==> src/rtl/mem_copy_dma_if.sv <==
// Data-memory port driven by the copy/fill engine.
// master = engine side, slave = memory side.
interface mem_copy_dma_if #(
    parameter int ADDR_W = 32,
    parameter int DATA_W = 32
);
    logic [ADDR_W-1:0] mem_addr;
    logic              mem_wr;
    logic [DATA_W-1:0] mem_wdata;
    logic [DATA_W-1:0] mem_rdata;

    modport master (
        output mem_addr,
        output mem_wr,
        output mem_wdata,
        input  mem_rdata
    );

    modport slave (
        input  mem_addr,
        input  mem_wr,
        input  mem_wdata,
        output mem_rdata
    );
endinterface

==> src/rtl/mem_copy_dma.sv <==
// Block copy / constant fill engine for the single-port data memory.
// All outputs are registered; next values are derived from the next state.
module mem_copy_dma #(
    parameter int ADDR_W = 32,
    parameter int DATA_W = 32,
    parameter int LEN_W  = 16
) (
    input  logic              clk,
    input  logic              rst,
    input  logic              start,
    input  logic              fill_mode,
    input  logic [ADDR_W-1:0] src_addr,
    input  logic [ADDR_W-1:0] dst_addr,
    input  logic [LEN_W-1:0]  length,
    input  logic [DATA_W-1:0] fill_value,
    input  logic              abort,
    mem_copy_dma_if.master    mem,
    output logic              busy,
    output logic              done,
    output logic [LEN_W-1:0]  words_done
);

    typedef enum logic [1:0] {
        S_IDLE,
        S_READ,
        S_WRITE,
        S_DONE
    } state_t;

    state_t            state_q, state_d;
    logic [ADDR_W-1:0] src_q, src_d;
    logic [ADDR_W-1:0] dst_q, dst_d;
    logic [LEN_W-1:0]  rem_q, rem_d;
    logic [LEN_W-1:0]  words_q, words_d;
    logic [DATA_W-1:0] data_q, data_d;
    logic [DATA_W-1:0] fval_q, fval_d;
    logic              mode_q, mode_d;

    logic [ADDR_W-1:0] mem_addr_q, mem_addr_d;
    logic [DATA_W-1:0] mem_wdata_q, mem_wdata_d;
    logic              mem_wr_q, mem_wr_d;
    logic              busy_q, busy_d;
    logic              done_q, done_d;

    // Next-state, datapath and next-output computation.
    always_comb begin
        state_d     = state_q;
        src_d       = src_q;
        dst_d       = dst_q;
        rem_d       = rem_q;
        words_d     = words_q;
        data_d      = data_q;
        fval_d      = fval_q;
        mode_d      = mode_q;
        mem_addr_d  = '0;
        mem_wdata_d = '0;
        mem_wr_d    = 1'b0;
        busy_d      = 1'b0;
        done_d      = 1'b0;

        unique case (state_q)
            S_IDLE: begin
                if (start) begin
                    src_d   = src_addr;
                    dst_d   = dst_addr;
                    rem_d   = length;
                    mode_d  = fill_mode;
                    fval_d  = fill_value;
                    words_d = '0;
                    if (length == '0) begin
                        state_d = S_DONE;
                    end else if (fill_mode) begin
                        state_d = S_WRITE;
                    end else begin
                        state_d = S_READ;
                    end
                end
            end
            S_READ: begin
                if (abort) begin
                    state_d = S_DONE;
                end else begin
                    data_d  = mem.mem_rdata;
                    state_d = S_WRITE;
                end
            end
            S_WRITE: begin
                src_d   = src_q + ADDR_W'(1);
                dst_d   = dst_q + ADDR_W'(1);
                rem_d   = rem_q - LEN_W'(1);
                words_d = words_q + LEN_W'(1);
                if (rem_q == LEN_W'(1) || abort) begin
                    state_d = S_DONE;
                end else if (mode_q) begin
                    state_d = S_WRITE;
                end else begin
                    state_d = S_READ;
                end
            end
            S_DONE: begin
                state_d = S_IDLE;
            end
            default: begin
                state_d = S_IDLE;
            end
        endcase

        unique case (state_d)
            S_READ: begin
                mem_addr_d = src_d;
                busy_d     = 1'b1;
            end
            S_WRITE: begin
                mem_addr_d  = dst_d;
                mem_wr_d    = 1'b1;
                mem_wdata_d = mode_d ? fval_d : data_d;
                busy_d      = 1'b1;
            end
            S_DONE: begin
                done_d = 1'b1;
            end
            default: begin
                done_d = 1'b0;
            end
        endcase
    end

    // State, datapath and output registers; reset drops everything at once.
    always_ff @(posedge clk or negedge rst) begin
        if (!rst) begin
            state_q     <= S_IDLE;
            src_q       <= '0;
            dst_q       <= '0;
            rem_q       <= '0;
            words_q     <= '0;
            data_q      <= '0;
            fval_q      <= '0;
            mode_q      <= 1'b0;
            mem_addr_q  <= '0;
            mem_wdata_q <= '0;
            mem_wr_q    <= 1'b0;
            busy_q      <= 1'b0;
            done_q      <= 1'b0;
        end else begin
            state_q     <= state_d;
            src_q       <= src_d;
            dst_q       <= dst_d;
            rem_q       <= rem_d;
            words_q     <= words_d;
            data_q      <= data_d;
            fval_q      <= fval_d;
            mode_q      <= mode_d;
            mem_addr_q  <= mem_addr_d;
            mem_wdata_q <= mem_wdata_d;
            mem_wr_q    <= mem_wr_d;
            busy_q      <= busy_d;
            done_q      <= done_d;
        end
    end

    assign mem.mem_addr  = mem_addr_q;
    assign mem.mem_wdata = mem_wdata_q;
    assign mem.mem_wr    = mem_wr_q;
    assign busy          = busy_q;
    assign done          = done_q;
    assign words_done    = words_q;

endmodule

==> src/flat_wrapper.sv <==
// flat-port wrapper written by rule: the top's interface ports become plain ports
module mem_copy_dma_flat 
#(
    parameter int ADDR_W = 32,
    parameter int DATA_W = 32,
    parameter int LEN_W  = 16
)
  (clk, rst, start, fill_mode, src_addr, dst_addr, length, fill_value, abort, busy, done, words_done, mem_mem_addr, mem_mem_wr, mem_mem_wdata, mem_mem_rdata);
  mem_copy_dma_if #(.ADDR_W(ADDR_W), .DATA_W(DATA_W)) mem_i ();
  input  logic clk;
  input  logic rst;
  input  logic start;
  input  logic fill_mode;
  input  logic [ADDR_W-1:0] src_addr;
  input  logic [ADDR_W-1:0] dst_addr;
  input  logic [LEN_W-1:0] length;
  input  logic [DATA_W-1:0] fill_value;
  input  logic abort;
  output logic busy;
  output logic done;
  output logic [LEN_W-1:0] words_done;
  output wire logic [$bits(mem_i.mem_addr)-1:0] mem_mem_addr;
  output wire logic [$bits(mem_i.mem_wr)-1:0] mem_mem_wr;
  output wire logic [$bits(mem_i.mem_wdata)-1:0] mem_mem_wdata;
  input wire logic [$bits(mem_i.mem_rdata)-1:0] mem_mem_rdata;
  assign mem_mem_addr = mem_i.mem_addr;
  assign mem_mem_wr = mem_i.mem_wr;
  assign mem_mem_wdata = mem_i.mem_wdata;
  assign mem_i.mem_rdata = mem_mem_rdata;
  mem_copy_dma #(.ADDR_W(ADDR_W), .DATA_W(DATA_W), .LEN_W(LEN_W)) u_core (.clk(clk), .rst(rst), .start(start), .fill_mode(fill_mode), .src_addr(src_addr), .dst_addr(dst_addr), .length(length), .fill_value(fill_value), .abort(abort), .mem(mem_i), .busy(busy), .done(done), .words_done(words_done));
endmodule
==> config.mk <==
export PLATFORM = sky130hd
export DESIGN_NAME = mem_copy_dma_flat
export DESIGN_NICKNAME = d
export VERILOG_FILES = /design/src/rtl/mem_copy_dma_if.sv /design/src/rtl/mem_copy_dma.sv /design/src/flat_wrapper.sv
export SDC_FILE = /design/constraint.sdc
export NUM_CORES = 1
export LEC_CHECK = 0
export ABC_AREA = 1
export CAP_MARGIN = 5
export CORE_MARGIN = 2
export CORE_UTILIZATION = 50
export DETAILED_ROUTE_END_ITERATION = 16
export GPL_TIMING_DRIVEN = 0
export PLACE_DENSITY_LB_ADDON = 0.1
export RECOVER_POWER = 50
export SLEW_MARGIN = 0
export SYNTH_ARGS = -nofsm -noshare
export SYNTH_HDL_FRONTEND = slang
export SYNTH_SLANG_ARGS = --single-unit
==> constraint.sdc <==
create_clock -name clk -period 4.9 [get_ports clk]
set_input_delay 0.98 -clock clk [delete_from_list [all_inputs] [get_ports clk]]
set_output_delay 0.98 -clock clk [all_outputs]
set_load 0.03 [all_outputs]
==> impl_results.md, run 1 <==
- Fin Clk Skew: 0.0119 ns
- Clk Tree Root Cell: clkbuf_16
- Final Cycle Share: 0.793
- Post-synth EDFFs: 0
- Synthesized instance count: 1566
- GP Congestion: 0.928
- Total power: 10.1 mW
- Most frequent cell after synthesis: nand2_1
- Clock power share: 0.197
- Row cnt: 57
- Placed Instance Area: 15000 um2
- # H-tree levels: 1
- CP Class: in -> reg
- TritonCTS clock tree: done
- Max Fanout on Critical Path: 10
- Slew headroom: -0.956
- Initial antenna violation count: 1
- Yosys reg bits: 230
- Port Buffers: 230
- Final Cell Area: 15700 um2
- VDD IR max: 0.361 mV
- DP Cell Count: 2121
- Crit path DAT: 4.23 ns
- Ranking of synthesized cells by area: dfrtp_1 (47%), nand2_1 (14%), nand3_1 (4.7%)
- Warning count from the yosys run: 0
- Final setup margin: 1.01 ns
- Prevailing post-synth register cell: dfrtp_1
- CTS resizes: 0
- CP Cell Sequence: clkbuf_1, nand2_2, nor2_1, inv_2, clkbuf_1, o21bai_1, a21oi_1, ha_1, clkbuf_1, clkbuf_1, a21oi_1
- Synth cell count leaders: nand2_1 (457), dfrtp_1 (230), inv_1 (137)
- DP Wirelength: 29.4 mm
- Least-Margin Pin Slew: 2.93 ns
- Logic pwr share: 0.488
- DR vias/cell: 5.48
- Syn Std Cell Area: 12300 um2
- Multi-input combinational cell area: 5460 um2
- Yosys top cell area share: 0.469
- Nets@finish: 1982
- Max_cap viols: 1
- Reg clk slew, reported paths: 0.06 ns
- Required time of the critical path: 5.25 ns
- CTS Buf Count: 26
- Post-route ant nets: 0
- Drt total wl: 40.5 mm
- P&R area growth vs syn: 28.3%
- Residual DRC: 0
- Final Max Tran Viols: 117
- Largest net degree at the start of global routing: 118
- Slowest cell on crit path: clkbuf_1
- Failing checks: max-capacitance violations, max-slew violations
- Yosys cell types: 53
- Vias in the first global route: 11700
- Switch Pwr: 4.63 mW
- Post-CTS Hold Buffers: 0
- Status: finished with violations
- Overall Global Routing Usage: 0.315
- First-pass DRT Iterations: 5
- Syn avg cell area: 7.83 um2
- Die H: 161 um
- Starting Density: 0.507
- Antenna cells: 0
- Int Power: 5.44 mW
- First-pass GRT wire length: 63.3 mm
- Syn_nets: 1723
- Reg power frac: 0.315
- PwrDens: 641 nW/um2
- Clk_lat worst skew: 0.55 ns
- Achievable clock frequency: 257 MHz
- Hold Fails Final Rpt: 0
- Chip width: 161 um
- Slowest stage delay, CP: 0.71 ns
- # clock sinks: 230
- DIE AREA: 25800 um2
- Seq. cell area: 5760 um2
- Post-synth ARST share: 1.00
- Setup crit end kind: flip-flop
- Post-CTS Setup Inserts: 0
- Final cell count without fillers: 2168
- HP Class: reg -> reg
- Startpoint Class: input port
- Cell taking the most area after synthesis: dfrtp_1
- # setup viols final: 0
- Shortest period the worst path allows: 3.89 ns
- Vias: 11900
- Detailed Route Iter0 Violations: 1123
- WL per Instance: 18.7 um
- Lkg Pwr: 7.12 nW
- Sw frac: 0.460
- Worst slack, placed: 0.776 ns
- GRT overflow: 0
- Fillers: 2157
- IO Count: 232
- Register area share after synthesis: 0.469
- CORE AREA: 24200 um2
- Layout cells sized above 1: 0.0900
- RSZ-0062 raised after global routing: no
- CP most frequent cell: clkbuf_1
- Clock tree buffer depth: 3
==> layer usage <==
metal,track usage,share of wire,up-vias
met5,0,0,-
met4,0.0934,0.030,0
met3,0.0881,0.10,91
met2,0.498,0.45,533
met1,0.426,0.41,5597
li1,-,-,5651
==> final timing paths <==
| path | start | endpoint | slack (ns) | cells after the start |
|---|---|---|---|---|
| setup / recovery | start | u_core.mem.mem_addr[0] | 1.01 | 11 |
| hold / removal | u_core.fval_q[11] | u_core.fval_q[11] | 0.46 | 2 |
| setup reg to reg | u_core.state_q[1] | u_core.mem.mem_addr[0] | 1.38 | 11 |
| hold reg to reg | u_core.fval_q[11] | u_core.fval_q[11] | 0.46 | 2 |
| max in group asynchronous | rst | u_core.data_q[14] | 1.82 | 1 |
| min in group asynchronous | rst | u_core.rem_q[13] | 1.34 | 1 |
==> sequential cells by signal (all words and copies together), names as in the netlist, 2 cells and up <==
signal and flops:
u_core.mem.mem_addr 32, u_core.data_q 32, u_core.state_q 2, u_core.fval_q 32
u_core.dst_q 32, u_core.words_done 16, u_core.rem_q 16, u_core.mem.mem_wdata 32
u_core.src_q 32
==> through the flow <==
stage	hold slack [ns]	utilization	setup TNS, ns
after floorplan	0.433	-	0
after global placement	0.446	0.619	-1645.49
after detailed placement	0.452	0.620	0
after CTS	0.468	0.656	0
after global routing	0.483	0.651	0
final	0.463	0.651	0
==> cells in the final DEF, fill, tap and decap left out, types with 13 or more instances in the layout <==
cell	count
nand2_1	457
dfrtp_1	230
clkdlybuf4s50_1	228
inv_1	140
nand3_1	116
o21ai_0	114
nor2_1	111
a21oi_1	91
clkbuf_1	44
or2_2	35
o21ai_1	26
clkbuf_16	26
o211ai_1	25
buf_2	18
nor2_2	16
a22oi_1	13
==> cells by family after synthesis <==
| group | Yosys count | synth area share |
|---|---|---|
| flip-flops | 230 | 0.469 |
| XOR/XNOR | 11 | 0.00786 |
| adder cells (fa/ha/maj) | 8 | 0.00817 |
| AND/OR/NAND/NOR | 786 | 0.286 |
| AO/OA/AOI/OAI | 314 | 0.149 |
| buffers and inverters | 217 | 0.0789 |
==> final cells by class <==
type | instances | share of cell area
buffer | 70 | 0.0232
clock buffer | 37 | 0.0459
clock inverter | 10 | 0.00883
inverter | 147 | 0.0356
multi-input combinational | 1119 | 0.347
sequential | 230 | 0.366
tap | 324 | 0.0258
timing repair buffer | 231 | 0.148
==> critical path, delay by kind of cell <==
family	cells	cell delay (ns)
fa+ha+maj	1	0.29
compound gates	3	0.51
buf+inv	5	1.98
simple gates	2	0.46
==> power by group through the flow <==
stage | combinational (mW) | clock (mW) | sequential [mW]
finish | 4.92 | 1.99 | 3.17
global route | 5.38 | 2.10 | 3.26
floorplan | 2.93 | 0 | 3.35
detailed placement | 4.89 | 0 | 3.18
CTS | 4.92 | 2.01 | 3.16
global placement | 4.81 | 0 | 3.17
Power figures use the tool's default switching activity.
==> inputs of run 2 (changes only) <==
--- a/config.mk
+++ b/config.mk
@@ -8,7 +8,7 @@
 export ABC_AREA = 1
 export CAP_MARGIN = 5
 export CORE_MARGIN = 2
-export CORE_UTILIZATION = 50
+export CORE_UTILIZATION = 48
 export DETAILED_ROUTE_END_ITERATION = 16
 export GPL_TIMING_DRIVEN = 0
 export PLACE_DENSITY_LB_ADDON = 0.1
==> constraint.sdc (replaced) <==
create_clock -name clk -period 3.39 [get_ports clk]
set_input_delay 0.678 -clock clk [delete_from_list [all_inputs] [get_ports clk]]
set_output_delay 0.678 -clock clk [all_outputs]
set_load 0.03 [all_outputs]
==> run 2 against run 1 <==
Against the previous run: the run still ends with max-capacitance violations, max-slew violations left; clock-buffer cell count decreased by 2; non-clock buffer count up 1; first-iteration DRC count down 4.4%; sequential share of layout area decreased by 0.28 points; register-to-register slack got worse by 1.1 ns; clock skew rose by 0.0065 ns; global-route usage is 0.95 points lower.
==> impl_results.md, run 2 (synthesis gave the netlist of run 1 again) <==
- CP Class: reg -> reg (was in -> reg)
- Most frequent cells in the layout: nand2_1 (458), dfrtp_1 (230), clkdlybuf4s50_1 (229) (was nand2_1 (457), dfrtp_1 (230), clkdlybuf4s50_1 (228))
- Post-route ant nets: 0 (unchanged)
- HP Class: reg -> reg (unchanged)
- Achievable clock frequency: 319 MHz
- P&R area growth vs syn: 29.3% (was 28.3%)
- WL per Instance: 18.7 um (about the same)
- Max Fanout on Critical Path: 10 (unchanged)
- Worst slack, placed: -0.454 ns (was 0.776 ns)
- GP Congestion: 0.932 (was 0.928)
- Clock tree buffer depth: 3 (unchanged)
- Drt total wl: 40.8 mm (was 40.5 mm)
- Die H: 164 um (was 161 um)
- Met2 Track Usage GR: 0.496 (was 0.498)
- Chip width: 164 um (was 161 um)
- Clk_lat worst skew: 0.54 ns (was 0.55 ns)
- Crit path DAT: 3.50 ns (was 4.23 ns)
- Initial antenna violation count: 2 (was 1)
- Detailed Route Iter0 Violations: 1074 (was 1123)
- Vias: 11800 (was 11900)
- Hold Fails Final Rpt: 0 (unchanged)
- Overall Global Routing Usage: 0.306 (was 0.315)
- Final Max Tran Viols: 74 (was 117)
- Vias in the first global route: 11700 (about the same)
- Row cnt: 58 (was 57)
- Setup crit end kind: flip-flop (unchanged)
- Lkg Pwr: 7.21 nW (was 7.12 nW)
- Residual DRC: 0 (unchanged)
- Fin Clk Skew: 0.0184 ns (was 0.0119 ns)
- Slew headroom: -0.373 (was -0.956)
- TritonCTS clock tree: done (unchanged)
- Met3 usage: 0.0652 (was 0.0881)
- Final setup margin: 0.259 ns (was 1.01 ns)
- PwrDens: 929 nW/um2 (was 641 nW/um2)
- Antenna cells: 0 (unchanged)
- IO Count: 232 (unchanged)
- # H-tree levels: 1 (unchanged)
- Failing checks: max-capacitance violations, max-slew violations (unchanged)
- Max_cap viols: 1 (unchanged)
- Final Cycle Share: 0.924
- GRT overflow: 0 (unchanged)
- Status: finished with violations (unchanged)
- DIE AREA: 26800 um2 (was 25800 um2)
- Shortest period the worst path allows: 3.13 ns
- GR peak layer: met2 (unchanged)
- Post-CTS Setup Inserts: 0 (unchanged)
- DR vias/cell: 5.44 (was 5.48)
- RSZ-0062 raised after global routing: no (unchanged)
- Largest net degree at the start of global routing: 80 (was 118)
- # clock sinks: 230 (unchanged)
- # setup viols final: 0 (unchanged)
- Post-CTS Hold Buffers: 0 (unchanged)
- Hold slack final: 0.466 ns (was 0.463 ns)
- Grt met1 use: 0.417 (was 0.426)
- CORE AREA: 25100 um2 (was 24200 um2)
- CTS Buf Count: 26 (unchanged)
- VDD IR max: 0.561 mV (was 0.361 mV)
- DP Wirelength: 29.7 mm (was 29.4 mm)
- Layout cells sized above 1: 0.105 (was 0.0900)
- Required time of the critical path: 3.76 ns (was 5.25 ns)
- Starting Density: 0.488 (was 0.507)
- Nets@finish: 1983 (was 1982)
- Least-Margin Pin Slew: 2.06 ns (was 2.93 ns)
- Startpoint Class: flip-flop (was input port)
- Reg clk slew, reported paths: 0.06 ns (about the same)
- CTS resizes: 0 (unchanged)
- Clk Tree Root Cell: clkbuf_16 (unchanged)
- Commonest non-fill, non-tap cell in the layout: nand2_1 (unchanged)
- First-pass DRT Iterations: 6 (was 5)
- Total power: 14.7 mW (was 10.1 mW)
- First-pass GRT wire length: 63.3 mm (about the same)
- Finished Core Util: 0.631 (was 0.651)
- Port Buffers: 230 (unchanged)
run 2: changes by cell type in the layout (fill, tap and decap cells not counted), moves of 3 or more:
| cell | change |
|---|---|
| clkbuf_8 | +3 |
| o21ai_0 | -9 |
| clkinv_2 | +4 |
| o21ai_2 | +9 |
| buf_6 | +3 |
| clkbuf_2 | +3 |
| buf_2 | +5 |
| clkbuf_1 | -15 |
run 2: per-layer routing:
metal,wire [um],up-vias,part of all wire
met1,17300,5626,0.42
met4,942,2,0.023
met5,13,-,0.00032
met2,18900,502,0.46
li1,-,5643,-
met3,3580,70,0.088
run 2: final timing paths:
check	startpoint	to	slack, ns	cells past startpoint
setup reg to reg	u_core.state_q[0]	u_core.mem.mem_addr[4]	0.26	12
max in group asynchronous	rst	u_core.data_q[1]	0.80	3
setup / recovery	u_core.state_q[0]	u_core.mem.mem_addr[4]	0.26	12
min in group asynchronous	rst	u_core.rem_q[12]	0.70	1
hold reg to reg	u_core.fval_q[16]	u_core.fval_q[16]	0.47	2
hold / removal	u_core.fval_q[16]	u_core.fval_q[16]	0.47	2
run 2: area by class of cell:
type	instances	area, um2
multi-input combinational	1119	5490
clock buffer	35	766
timing repair buffer	232	2340
clock inverter	13	143
sequential	230	5760
inverter	147	559
tap	330	413
fill	2293	9260
buffer	70	390
run 2: critical path, stage by stage, from the launching register on:
cell and delay (ns):
dfrtp_1 0.40, buf_6 0.22, inv_6 0.08, nand2_8 0.11, inv_4 0.06, buf_6 0.16, buf_2 0.21, o21ai_0 0.10
nand3_1 0.17, ha_1 0.31, clkbuf_1 0.46, clkbuf_1 0.50, a21oi_1 0.18
run 2: through the flow:
stage	instance area (um2)	instances	TNS, ns
after CTS	15900	2176	0
final	15900	2176	0
after global routing	15900	2176	0
after detailed placement	15000	2128	-8.18
after floorplan	12300	1566	0
after global placement	15000	2126	-1946.70
run 2: where the power goes:
| part | total [mW] | switching, mW | internal (mW) |
|---|---|---|---|
| clock network | 2.98 | 1.18 | 1.81 |
| registers | 4.58 | 0.733 | 3.85 |
| logic | 7.16 | 4.82 | 2.34 |
| total | 14.7 | 6.73 | 8.00 |
==> inputs of run 3 (changes only) <==
--- a/config.mk
+++ b/config.mk
@@ -7,8 +7,10 @@
 export LEC_CHECK = 0
 export ABC_AREA = 1
 export CAP_MARGIN = 5
+export CELL_PAD_IN_SITES_DETAIL_PLACEMENT = 1
+export CELL_PAD_IN_SITES_GLOBAL_PLACEMENT = 1
 export CORE_MARGIN = 2
-export CORE_UTILIZATION = 48
+export CORE_UTILIZATION = 35
 export DETAILED_ROUTE_END_ITERATION = 16
 export GPL_TIMING_DRIVEN = 0
 export PLACE_DENSITY_LB_ADDON = 0.1
==> run 3 against run 2 <==
Against the previous run: the flow still finishes with violations (max-capacitance violations, max-slew violations); first-iteration DRC count shrank 45%; die area grew 36%; global-route usage shrank 4.6 points; clock power grew 4%; worst setup slack lost 0.094 ns; maximum frequency shrank 2.9%; highest routed layer unchanged.
==> impl_results.md, run 3 (synthesis gave the netlist of run 1 again) <==
- Setup crit end: u_core.mem.mem_addr[1] (was u_core.mem.mem_addr[4])
- Critical path origin: length[5] (was u_core.state_q[0])
- CP Class: in -> reg (was reg -> reg)
- Final setup margin: 0.165 ns (was 0.259 ns)
- Clock tree buffer depth: 3 (unchanged)
- Achievable clock frequency: 310 MHz (was 319 MHz)
- Hold slack final: 0.464 ns (was 0.466 ns)
- Shortest period the worst path allows: 3.23 ns (was 3.13 ns)
- Slowest stage delay, CP: 0.53 ns (was 0.50 ns)
- Switch Pwr: 6.98 mW (was 6.73 mW)
- Logic pwr share: 0.487 (was 0.486)
- Layout cells sized above 1: 0.107 (was 0.105)
- Critical path buffer and inverter count: 3 (was 7)
- IO Count: 232 (unchanged)
- Vias: 11800 (about the same)
- Die H: 191 um (was 164 um)
- Fin Clk Skew: 0.00715 ns (was 0.0184 ns)
- Int Power: 8.06 mW (was 8.00 mW)
- First-pass GRT wire length: 72.2 mm (was 63.3 mm)
- CP most frequent cell: nand2_1
- # H-tree levels: 1 (unchanged)
- Max Fanout on Critical Path: 10 (unchanged)
- Sw frac: 0.464 (was 0.457)
- Clk Tree Root Cell: clkbuf_16 (unchanged)
- Drt total wl: 47.4 mm (was 40.8 mm)
- Detailed Route Iter0 Violations: 587 (was 1074)
- CORE AREA: 34500 um2 (was 25100 um2)
- Most frequent cells in the layout: nand2_1 (458), dfrtp_1 (230), clkdlybuf4s50_1 (229) (unchanged)
- Final Max Tran Viols: 41 (was 74)
- TritonCTS clock tree: done (unchanged)
- Clk_lat worst skew: 0.54 ns (about the same)
- Starting Density: 0.355 (was 0.488)
- P&R area growth vs syn: 31.0% (was 29.3%)
- Row cnt: 68 (was 58)
- Initial antenna violation count: 6 (was 2)
- Failing checks: max-capacitance violations, max-slew violations (unchanged)
- Port Buffers: 230 (unchanged)
- DIE AREA: 36500 um2 (was 26800 um2)
- Nets@finish: 1984 (was 1983)
- DP Wirelength: 35.2 mm (was 29.7 mm)
- Worst R2R Start: u_core.state_q[0] (unchanged)
- Vias in the first global route: 12400 (was 11700)
- Clock power share: 0.206 (was 0.203)
- RSZ-0062 raised after global routing: no (unchanged)
- Fillers: 4206 (was 2293)
- Seq. cell area: 5760 um2 (unchanged)
- Crit path DAT: 3.66 ns (was 3.50 ns)
- PwrDens: 937 nW/um2 (was 929 nW/um2)
- Reg2Reg Setup Slack: 0.36 ns (was 0.26 ns)
- Worst slack, placed: -0.552 ns (was -0.454 ns)
- Crit path max-delay family: simple AND/OR/NAND/NOR gates (was buffers and inverters)
- Final Cycle Share: 0.951 (was 0.924)
- Multi-input combinational cell area: 5500 um2 (was 5490 um2)
- Least-Margin Pin Slew: 2.48 ns (was 2.06 ns)
- CP Depth: 11 (was 12)
- Max_cap viols: 1 (unchanged)
- Post-CTS Hold Buffers: 0 (unchanged)
- VDD IR max: 0.450 mV (was 0.561 mV)
- CTS Buf Count: 27 (was 26)
- # clock sinks: 230 (unchanged)
- Reg clk slew, reported paths: 0.06 ns (about the same)
- Required time of the critical path: 3.82 ns (was 3.76 ns)
- GP Congestion: 0.880 (was 0.932)
- Slew headroom: -0.650 (was -0.373)
- Slowest cell on crit path: nor4_1 (was clkbuf_1)
- Post-route ant nets: 0 (unchanged)
- Reg power frac: 0.306 (was 0.311)
- Commonest non-fill, non-tap cell in the layout: nand2_1 (unchanged)
- Hold Fails Final Rpt: 0 (unchanged)
- CP Cell Sequence: clkdlybuf4s50_1, nor4_1, nand4_1, nand2_1, nand2_1, nand3_1, ha_1, buf_2, buf_2, nand2_1, a21oi_1 (was buf_6, inv_6, nand2_8, inv_4, buf_6, buf_2, o21ai_0, nand3_1, ha_1, clkbuf_1, clkbuf_1, a21oi_1)
- GRT overflow: 0 (unchanged)
- Residual DRC: 0 (unchanged)
- R2r endpoint: u_core.mem.mem_addr[1] (was u_core.mem.mem_addr[4])
- Overall Global Routing Usage: 0.260 (was 0.306)
- Largest net degree at the start of global routing: 108 (was 80)
- HP Class: reg -> reg (unchanged)
- DR vias/cell: 5.14 (was 5.44)
- WL per Instance: 20.6 um (was 18.7 um)
- Setup crit end kind: flip-flop (unchanged)
- R2R cell count: 13 (was 12)
- Lkg Pwr: 7.23 nW (was 7.21 nW)
- # setup viols final: 0 (unchanged)
- Chip width: 191 um (was 164 um)
- First-pass DRT Iterations: 5 (was 6)
- Startpoint Class: input port (was flip-flop)
- Status: finished with violations (unchanged)
run 3: worst min path at each step:
stage                           start  cells past startpoint                        to
global route        u_core.fval_q[25]                      2         u_core.fval_q[25]
floorplan                         rst                      0               u_core.busy
CTS                               rst                      1  u_core.mem.mem_wdata[17]
finish              u_core.fval_q[25]                      2         u_core.fval_q[25]
detailed placement  u_core.fval_q[25]                      2         u_core.fval_q[25]
global placement    u_core.fval_q[22]                      2         u_core.fval_q[22]
run 3: layer usage:
layer  routed length (um)  share of wire  global-route usage
met1                20800           0.44               0.337
met3                 3070          0.065              0.0580
met2                22100           0.47               0.435
met5                   34        0.00072                   0
met4                 1410          0.030              0.0749
run 3: through the flow:
| step | power (mW) | cells | instance area [um2] | utilization | TNS, ns |
|---|---|---|---|---|---|
| floorplan | 9.08 | 1566 | 12300 | - | 0 |
| global placement | 11.8 | 2251 | 15100 | 0.438 | -2108.32 |
| detailed placement | 12.0 | 2253 | 15200 | 0.440 | -25.18 |
| CTS | 15.2 | 2301 | 16100 | 0.467 | 0 |
| global route | 16.1 | 2302 | 16100 | 0.465 | 0 |
| finish | 15.0 | 2302 | 16100 | 0.465 | 0 |
run 3: repair_timing:
action                     CTS  global route
resized for setup            0            15
setup endpoints to repair    0            26
buffers inserted             0             0
run 3: power by group through the flow:
stage / Sequential, mW / Clock (mW) / Combinational [mW]
after floorplan: 4.84 / 0 / 4.24
after global placement: 4.61 / 0 / 7.14
after detailed placement: 4.63 / 0 / 7.33
after CTS: 4.60 / 3.17 / 7.38
after global routing: 4.74 / 3.26 / 8.08
final: 4.61 / 3.11 / 7.33
run 3: cell type report:
type | count | share of cell area
Antenna cell | 1 | 0.000156
Buffer | 70 | 0.0247
Clock buffer | 34 | 0.0462
Clock inverter | 14 | 0.0116
Inverter | 147 | 0.0348
Multi-Input combinational cell | 1119 | 0.342
Sequential cell | 230 | 0.358
Tap cell | 455 | 0.0354
Timing Repair Buffer | 232 | 0.146
run 3: worst min-delay path, stage by stage, from the launching register on:
cell and delay [ns]:
dfrtp_1 0.32, nand2_1 0.05, nand2_1 0.06
